File: src/rtl/msx_pkg.sv
// Shared definitions for the MSX slot controller: I/O and memory decode
// constants, slot/page types, the M1 wait FSM state encoding and a small
// helper that extracts a 2-bit slot field for a page.
package msx_pkg;

    localparam logic [7:0]  PSR_PORT = 8'hA8;
    localparam logic [15:0] SSR_ADDR = 16'hFFFF;

    typedef logic [1:0] slot_t;
    typedef logic [1:0] page_t;

    typedef enum logic [1:0] {
        WS_IDLE = 2'b00,
        WS_WAIT = 2'b01,
        WS_DONE = 2'b10
    } wait_state_e;

    // Return the 2-bit slot field for page p from a packed 4x2 slot register.
    function automatic slot_t slot_field(input logic [7:0] reg_v, input page_t p);
        slot_t res;
        res = reg_v[{p, 1'b0} +: 2];
        return res;
    endfunction

endpackage

File: src/rtl/msx_m1_wait.sv
// One-wait-state generator for Z80 opcode fetches. wait_n is registered and
// drops for exactly one enabled tick per M1 memory cycle; it is re-armed
// only after m1_n is sampled high, so long fetches cannot wait twice.
module msx_m1_wait
    import msx_pkg::*;
(
    input  logic clk,
    input  logic reset_n,
    input  logic clk_en_3m58_p,
    input  logic m1_n,
    input  logic mreq_n,
    input  logic rfsh_n,
    input  logic iorq_n,
    output logic wait_n
);

    wait_state_e state_q;
    logic        wait_n_q;
    logic        fetch_s;

    // A qualifying fetch: M1 with a memory request, not refresh, not int-ack.
    always_comb begin
        fetch_s = 1'b0;
        if (!m1_n && !mreq_n && rfsh_n && iorq_n) begin
            fetch_s = 1'b1;
        end else begin
            fetch_s = 1'b0;
        end
    end

    // Wait FSM with registered wait_n; advances only on enabled CPU ticks.
    always_ff @(posedge clk or negedge reset_n) begin
        if (!reset_n) begin
            state_q  <= WS_IDLE;
            wait_n_q <= 1'b1;
        end else if (clk_en_3m58_p) begin
            case (state_q)
                WS_IDLE: begin
                    if (fetch_s) begin
                        state_q  <= WS_WAIT;
                        wait_n_q <= 1'b0;
                    end else begin
                        state_q  <= WS_IDLE;
                        wait_n_q <= 1'b1;
                    end
                end
                WS_WAIT: begin
                    state_q  <= WS_DONE;
                    wait_n_q <= 1'b1;
                end
                WS_DONE: begin
                    wait_n_q <= 1'b1;
                    if (m1_n) begin
                        state_q <= WS_IDLE;
                    end else begin
                        state_q <= WS_DONE;
                    end
                end
                default: begin
                    state_q  <= WS_IDLE;
                    wait_n_q <= 1'b1;
                end
            endcase
        end
    end

    assign wait_n = wait_n_q;

endmodule

File: src/rtl/msx_slot_ctrl.sv
// MSX primary/secondary slot controller. Holds the primary slot register at
// I/O port A8h, decodes the current page into a primary slot and inserts one
// wait state per opcode fetch. Optional feature macro MSX_SUBSLOT_EN adds the
// secondary slot registers at memory FFFFh for slots flagged in EXPANDED_MASK.
module msx_slot_ctrl
    import msx_pkg::*;
#(
    parameter logic [3:0] EXPANDED_MASK = 4'b1000
)
(
    input  logic        clk,
    input  logic        reset_n,
    input  logic        clk_en_3m58_p,
    input  logic [15:0] a,
    input  logic [7:0]  d_from_cpu,
    input  logic        mreq_n,
    input  logic        iorq_n,
    input  logic        rd_n,
    input  logic        wr_n,
    input  logic        m1_n,
    input  logic        rfsh_n,
    output logic        wait_n,
    output logic [7:0]  d_out,
    output logic        d_oe,
    output logic [1:0]  prim_slot,
    output logic [1:0]  sec_slot,
    output logic [1:0]  page
);

    logic [7:0] psr_q;
    logic [7:0] psr_d;
    logic       psr_wr_done_q;
    logic       psr_wr_done_d;
    logic       psr_hit_s;
    logic       psr_wr_s;
    logic       psr_rd_s;
    page_t      page_s;
    slot_t      prim_slot_s;
    logic       ssr_rd_s;
    logic [7:0] ssr_rd_data_s;
    slot_t      sec_slot_s;

    assign page_s      = a[15:14];
    assign prim_slot_s = slot_field(psr_q, page_s);

    // Decode of the primary slot port; M1 must be high so int-ack never hits.
    always_comb begin
        psr_hit_s = 1'b0;
        if (!iorq_n && m1_n && (a[7:0] == PSR_PORT)) begin
            psr_hit_s = 1'b1;
        end else begin
            psr_hit_s = 1'b0;
        end
    end

    assign psr_wr_s = psr_hit_s && !wr_n;
    assign psr_rd_s = psr_hit_s && !rd_n;

    // PSR next state: latch once per I/O cycle, re-arm when iorq_n goes high.
    always_comb begin
        psr_d         = psr_q;
        psr_wr_done_d = psr_wr_done_q;
        if (iorq_n) begin
            psr_wr_done_d = 1'b0;
        end else if (psr_wr_s && !psr_wr_done_q) begin
            psr_d         = d_from_cpu;
            psr_wr_done_d = 1'b1;
        end else begin
            psr_d         = psr_q;
            psr_wr_done_d = psr_wr_done_q;
        end
    end

    // PSR storage, updated on enabled CPU ticks only.
    always_ff @(posedge clk or negedge reset_n) begin
        if (!reset_n) begin
            psr_q         <= 8'h00;
            psr_wr_done_q <= 1'b0;
        end else if (clk_en_3m58_p) begin
            psr_q         <= psr_d;
            psr_wr_done_q <= psr_wr_done_d;
        end
    end

`ifdef MSX_SUBSLOT_EN
    logic [7:0] ssr_q [4];
    logic       ssr_wr_done_q;
    logic       ssr_hit_s;
    logic       ssr_wr_s;
    slot_t      ssr_sel_s;

    assign ssr_sel_s = psr_q[7:6];

    // FFFFh decode, only for a page-3 slot marked as expanded.
    always_comb begin
        ssr_hit_s = 1'b0;
        if (!mreq_n && rfsh_n && (a == SSR_ADDR) && EXPANDED_MASK[ssr_sel_s]) begin
            ssr_hit_s = 1'b1;
        end else begin
            ssr_hit_s = 1'b0;
        end
    end

    assign ssr_wr_s      = ssr_hit_s && !wr_n;
    assign ssr_rd_s      = ssr_hit_s && !rd_n;
    assign ssr_rd_data_s = ~ssr_q[ssr_sel_s];

    // Secondary slot registers: one write per memory cycle, re-armed on mreq_n high.
    always_ff @(posedge clk or negedge reset_n) begin
        if (!reset_n) begin
            for (int i = 0; i < 4; i++) begin
                ssr_q[i] <= 8'h00;
            end
            ssr_wr_done_q <= 1'b0;
        end else if (clk_en_3m58_p) begin
            if (mreq_n) begin
                ssr_wr_done_q <= 1'b0;
            end else if (ssr_wr_s && !ssr_wr_done_q) begin
                ssr_q[ssr_sel_s] <= d_from_cpu;
                ssr_wr_done_q    <= 1'b1;
            end else begin
                ssr_wr_done_q <= ssr_wr_done_q;
            end
        end
    end

    // Secondary slot for the current page, zero for non-expanded slots.
    always_comb begin
        sec_slot_s = 2'b00;
        if (EXPANDED_MASK[prim_slot_s]) begin
            sec_slot_s = slot_field(ssr_q[prim_slot_s], page_s);
        end else begin
            sec_slot_s = 2'b00;
        end
    end
`else
    logic unused_cfg_s;

    assign ssr_rd_s      = 1'b0;
    assign ssr_rd_data_s = 8'h00;
    assign sec_slot_s    = 2'b00;
    assign unused_cfg_s  = ^{EXPANDED_MASK, a[13:8]};
`endif

    // Read data mux; idle bus drives zero with the output enable low.
    always_comb begin
        d_oe  = 1'b0;
        d_out = 8'h00;
        if (psr_rd_s) begin
            d_oe  = 1'b1;
            d_out = psr_q;
        end else if (ssr_rd_s) begin
            d_oe  = 1'b1;
            d_out = ssr_rd_data_s;
        end else begin
            d_oe  = 1'b0;
            d_out = 8'h00;
        end
    end

    assign prim_slot = prim_slot_s;
    assign sec_slot  = sec_slot_s;
    assign page      = page_s;

    msx_m1_wait u_m1_wait (
        .clk           (clk),
        .reset_n       (reset_n),
        .clk_en_3m58_p (clk_en_3m58_p),
        .m1_n          (m1_n),
        .mreq_n        (mreq_n),
        .rfsh_n        (rfsh_n),
        .iorq_n        (iorq_n),
        .wait_n        (wait_n)
    );

endmodule
File: config.mk
export PLATFORM = sky130hd
export DESIGN_NAME = msx_slot_ctrl
export DESIGN_NICKNAME = d
export VERILOG_FILES = /design/src/rtl/msx_pkg.sv /design/src/rtl/msx_m1_wait.sv /design/src/rtl/msx_slot_ctrl.sv
export SDC_FILE = /design/constraint.sdc
export NUM_CORES = 1
export LEC_CHECK = 0
export CORE_MARGIN = 3
export CORE_UTILIZATION = 28
export DETAILED_ROUTE_END_ITERATION = 6
export PLACE_DENSITY = 0.83
export SLEW_MARGIN = 20
export SYNTH_ARGS = -nofsm -noshare
export SYNTH_HDL_FRONTEND = slang
export SYNTH_HIERARCHICAL = 1
export SYNTH_SLANG_ARGS = --single-unit
File: constraint.sdc
create_clock -name clk -period 1.6 [get_ports clk]
set_input_delay 0.32 -clock clk [delete_from_list [all_inputs] [get_ports clk]]
set_output_delay 0.32 -clock clk [all_outputs]
set_load 0.01 [all_outputs]
---- After elaboration in Yosys (flattened, before gate mapping) ----
Cells that the tools add are included.
storage, ports and cells
  flip-flop bits (word level) ............. 12
  input bits .............................. 33
  output and inout port bits .............. 16
  word-level logic and storage cells ...... 38
operators by class
  eq/ne operators ......................... 3
  shifts and indexed selects .............. 1
  multiplexer cells ....................... 11
  bitwise logic cells ..................... 1
  reductions and logical operators ........ 18
operator list
  kind                                            count
  == test 8 bit (second input constant)           1
  logical AND 1 bit                               8
  2-to-1 mux 1 bit                                8
  2-to-1 mux 8 bit                                1
  variable part select 8 x 4 -> 2 bit             1
  zero test 1 bit                                 6
  one-hot mux 2 bit (3 select lines)              1
  AND reduction 3 bit                             1
  == test 2 x 1 -> 1 bit (second input constant)  1
  == test 2 bit (second input constant)           1
  zero test 2 bit                                 1
  2-to-1 mux 2 bit                                1
  AND reduction 2 bit                             1
  nonzero test 2 bit                              1
  NOT 1 bit                                       1

---- Longest topological paths before layout ----
  depth after elaboration ................. 8
  depth in mapped cells ................... 3
  mapped depth without buffers ............ 3

---- Cells and area by module ----
Netlist, hierarchy kept.
by module, submodules not included
  module         times used  cells each  area each (µm²)  sequential area each (µm²)
  msx_slot_ctrl  1           40          530.5            225.2
  msx_m1_wait    1           11          132.6            76.3

---- Worst setup path before layout ----
No wires, ideal clock.
  kind .................................... input -> output
  start ................................... input port a[1]
  end ..................................... output port d_out[0]
  arrival ................................. 1570 ps
  data required time ...................... 1280 ps
  slack ................................... -290 ps
  cell stages on the path ................. 3
  path buffers ............................ 0
  cells stage by stage .................... or4b_4 nor4_2 and2_1
on the way
  cells in the longest elaborated chain, start to end .. 5
ends and longest elaborated chain
  what                RTL line              RTL
  start: declaration  msx_slot_ctrl.sv:14   input logic [15:0] a,
  == test 8 bit       msx_slot_ctrl.sv:49   if (!iorq_n && m1_n && (a[7:0] == PSR_PORT)) begin
  logical AND 1 bit   msx_slot_ctrl.sv:49
  2-to-1 mux 1 bit    msx_slot_ctrl.sv:49
  logical AND 1 bit   msx_slot_ctrl.sv:57   assign psr_rd_s = psr_hit_s && !rd_n;
  2-to-1 mux 8 bit    msx_slot_ctrl.sv:149  if (psr_rd_s) begin
  end: declaration    msx_slot_ctrl.sv:23   output logic [7:0] d_out,
Every way passes these cells.

---- Final worst setup path ----
  start ................................... input port a[4]
  end ..................................... output port d_out[6]
Same word-level chain as after synthesis.

==> reports/qor.json <==
{
  "clock_tree_from_tritoncts": "built",
  "critical_path.max_fanout": 3,
  "grt.met3_usage_pct": 2.997,
  "hold_viol_final": 0,
  "die_x_um": 54.67,
  "grt_pass1_wl_um": 3187,
  "syn_inst": 51,
  "crit_type": "input port to output pin",
  "max_cap_violations": 0,
  "synthDominantAreaCellType": "sky130_fd_sc_hd__dfrtp_1",
  "top_area_cells_in_the_synthesized_netlist": "sky130_fd_sc_hd__dfrtp_1 (42%), sky130_fd_sc_hd__mux2_2 (14%), sky130_fd_sc_hd__and2_1 (7.5%)",
  "finalWirelength_um": 2417,
  "top_usage_layer": "met2",
  "synthMostInstantiatedCell": "sky130_fd_sc_hd__dfrtp_1",
  "buffer_ports.inserted": 40,
  "grt_usage_pct": 15.70,
  "rsz0062_at_grt": "yes",
  "cp-end-kind": "output pin",
  "worst-slew-pin-transition_ps": 565.0,
  "h-tree-depth": 1,
  "p_total_mw": 0.7241,
  "cts.sinks": 12,
  "route.detailed.wl_per_inst_um": 16.90,
  "nNetsFinal": 150,
  "gr-total-overflow": 0,
  "crit-reg2reg-launch": "psr_wr_done_q$_DFFE_PN0P_",
  "period_minus_slack_ps": 2059,
  "synth.cell_area_um2": 663.1,
  "synth_commonest_cells": "sky130_fd_sc_hd__dfrtp_1 (11), sky130_fd_sc_hd__and2_1 (8), sky130_fd_sc_hd__mux2_2 (8)",
  "synth_seq_area_share_pct": 45.47,
  "clockBufferDepth": 2,
  "first_global_vias": 687,
  "grt.met2_usage_pct": 29.13,
  "regToRegEndpoint": "psr_q[7]$_DFFE_PN0P_",
  "globalRouteMet1Util_pct": 16.67,
  "coreArea_um2": 2102,
  "finalSetupViolations": 19,
  "dieArea_um2": 2988,
  "placement_rows": 16,
  "count_of_warnings_emitted_by_yosys": 6,
  "run_status": "finished with violations",
  "min-delay-path-class": "input port to async pin",
  "pwr_density_cell_nw_per_um2": 533.9,
  "synth_top_area_share_pct": 41.51,
  "clock_root_buffer": "sky130_fd_sc_hd__clkbuf_4",
  "avgViaCountPerCell": 4.622,
  "initial_antenna_violation_count": 0,
  "antenna_cells": 0,
  "power.leakage_nw": 0.7014,
  "initial_core_utilization_pct": 31.55,
  "placement.setup.worst_slack_ps": -1021,
  "num-fill-cells": 161,
  "ys.flop_type": "sky130_fd_sc_hd__dfrtp_1",
  "worst_ep_arrival_time_ps": 1740,
  "worst_skew_pair_later_pin_latency_ps": 280,
  "cp-start-kind": "input port",
  "irDropWorstVdd_v": 0.0003794,
  "finalClockSkew_ps": 3.304,
  "ant_nets": 0,
  "drt-pass1-iter-count": 4,
  "clock_slew_seen_by_the_registers_of_the_worst_setup_and_hold_paths_ps": 80,
  "cts_hold_buf": 0,
  "slew_headroom_pct": 62.21,
  "dpl.hpwl_um": 1694,
  "vias": 661,
  "synth_async_sr_flop_share_pct": 100.0,
  "largest_net_degree_at_the_start_of_global_routing": 13,
  "syn_to_final_growth_pct": 104.5,
  "final_layout_size_suffix_gt1_share_pct": 56.90,
  "fmax_ghz": 0.4856,
  "crit_end": "d_out[6]",
  "detail_route.iter0.violations": 7,
  "period_share_pct": 128.7,
  "synth_seq_cells": 12,
  "failed_checks": "setup timing",
  "cts_made_buffers": 3,
  "worst_setup_path_startpoint": "a[4]",
  "synth.avg_cell_area_um2": 13.00,
  "die_height_um": 54.67,
  "finalMaxSlewViolations": 0,
  "drcViolationCount": 0,
  "synth-edff-count": 0,
  "cp_data_required_time_ps": 1280,
  "reg2regPathDepth": 4,
  "setup_ws_ps": -459.2,
  "io-pin-count": 49,
  "gp_congestion": 0.7746,
  "ff2ff_setup_slack_ps": -180,
  "post_synth_cell_types": 22
}
metal layers:
metal / share of wire (%) / wire length (um) / vias to the layer above
met2: 58 / 1392 / 23
met1: 36 / 871 / 325
li1: - / - / 311
met4: 0.54 / 13 / 0
met5: 0 / 0 / -
met3: 5.8 / 140 / 2
repair_timing:
item / in CTS / in global routing
pin swaps: 9 / 3
gates resized for setup: 92 / 8
endpoints found under the setup margin: 23 / 20
cloned: 2 / 0
setup buffers: 5 / 4
cell families (layout without fill, tap and decap cells):
kind of cell	count (synthesis)	after routing	share of synthesized area (%)
buf+inv	5	69	5.094
simple gates	18	18	23.40
mux	10	10	20.38
other cells	1	2	0.5655
compound gates	5	5	5.095
flops	12	12	45.47
registers in the layout (all words and copies together) (netlist names):
name and flops:
psr_q 8, u_m1_wait/state_q 2, psr_wr_done_q 1, u_m1_wait/wait_n 1
placed cells by master (no fill, tap or decap):
cell | netlist | final
sky130_fd_sc_hd__clkdlybuf4s50_1 | 0 | 14
sky130_fd_sc_hd__nand2_1 | 1 | 1
sky130_fd_sc_hd__o22a_1 | 1 | 1
sky130_fd_sc_hd__nor4_4 | 1 | 2
sky130_fd_sc_hd__a31oi_1 | 1 | 1
sky130_fd_sc_hd__and2_1 | 8 | 4
sky130_fd_sc_hd__and2_4 | 0 | 4
sky130_fd_sc_hd__a21o_1 | 1 | 1
sky130_fd_sc_hd__dlymetal6s2s_1 | 0 | 4
sky130_fd_sc_hd__o22ai_1 | 1 | 1
sky130_fd_sc_hd__dfstp_2 | 1 | 1
sky130_fd_sc_hd__mux4_2 | 2 | 2
sky130_fd_sc_hd__dfrtp_1 | 11 | 11
sky130_fd_sc_hd__clkbuf_4 | 0 | 3
sky130_fd_sc_hd__clkdlybuf4s15_2 | 0 | 1
sky130_fd_sc_hd__or4b_4 | 1 | 2
sky130_fd_sc_hd__nand2b_4 | 0 | 1
sky130_fd_sc_hd__dlygate4sd2_1 | 0 | 6
sky130_fd_sc_hd__mux2_4 | 0 | 8
sky130_fd_sc_hd__a21oi_1 | 1 | 1
sky130_fd_sc_hd__or3b_1 | 1 | 1
sky130_fd_sc_hd__nand4bb_4 | 0 | 1
sky130_fd_sc_hd__buf_4 | 4 | 17
sky130_fd_sc_hd__buf_6 | 0 | 13
sky130_fd_sc_hd__conb_1 | 1 | 2
sky130_fd_sc_hd__clkbuf_8 | 0 | 1
sky130_fd_sc_hd__buf_2 | 0 | 9
sky130_fd_sc_hd__nand4bb_1 | 2 | 1
sky130_fd_sc_hd__or2_2 | 1 | 1
sky130_fd_sc_hd__inv_1 | 1 | 1
cell type report:
class,instances,area (um^2),area share [%]
repair buffers,64,573.1,42.25
flip-flops and latches,12,301.5,22.23
multi-input cells,35,407.9,30.07
clock buffers,4,36.28,2.675
inverters,1,3.754,0.2768
well taps,27,33.78,2.491
power by group:
| part | switching, mW | internal, mW | leakage [nW] |
|---|---|---|---|
| sequential | 0.0123 | 0.319 | 0.163 |
| combinational | 0.0525 | 0.0889 | 0.517 |
| clock | 0.113 | 0.139 | 0.0210 |
| total | 0.178 | 0.546 | 0.701 |
critical path: stages:
cell and delay (ps):
sky130_fd_sc_hd__buf_6 90, sky130_fd_sc_hd__or4b_4 550, sky130_fd_sc_hd__nor4_4 190, sky130_fd_sc_hd__buf_4 180, sky130_fd_sc_hd__buf_6 100, sky130_fd_sc_hd__buf_6 90, sky130_fd_sc_hd__and2_4 130, sky130_fd_sc_hd__buf_6 90
per-stage QoR:
step | cell area, um^2 | std cells | setup TNS, ps | hold WS [ps] | util, %
after floorplan | 675.6 | 52 | -2960 | 24.41 | -
after global placement | 1177 | 128 | -15890 | 453.7 | 56.01
after detailed placement | 1177 | 128 | -16970 | 488.7 | 56.01
after CTS | 1300 | 139 | -6471 | 410.8 | 61.85
after global routing | 1356 | 143 | -5443 | 432.7 | 64.52
final | 1356 | 143 | -4684 | 393.1 | 64.52
how the worst min path moves through the flow:
stage	cells after the start	slack [ps]	to	startpoint
5_1_grt	1	430	psr_q[2]$_DFFE_PN0P_	reset_n
2_1_floorplan	0	20	psr_q[0]$_DFFE_PN0P_	reset_n
6_report	1	390	psr_q[2]$_DFFE_PN0P_	reset_n
3_3_place_gp	1	450	psr_wr_done_q$_DFFE_PN0P_	psr_wr_done_q$_DFFE_PN0P_
4_1_cts	1	410	psr_q[7]$_DFFE_PN0P_	reset_n
3_5_place_dp	1	490	psr_wr_done_q$_DFFE_PN0P_	psr_wr_done_q$_DFFE_PN0P_
No activity file was read; power rests on OpenSTA's default activity.
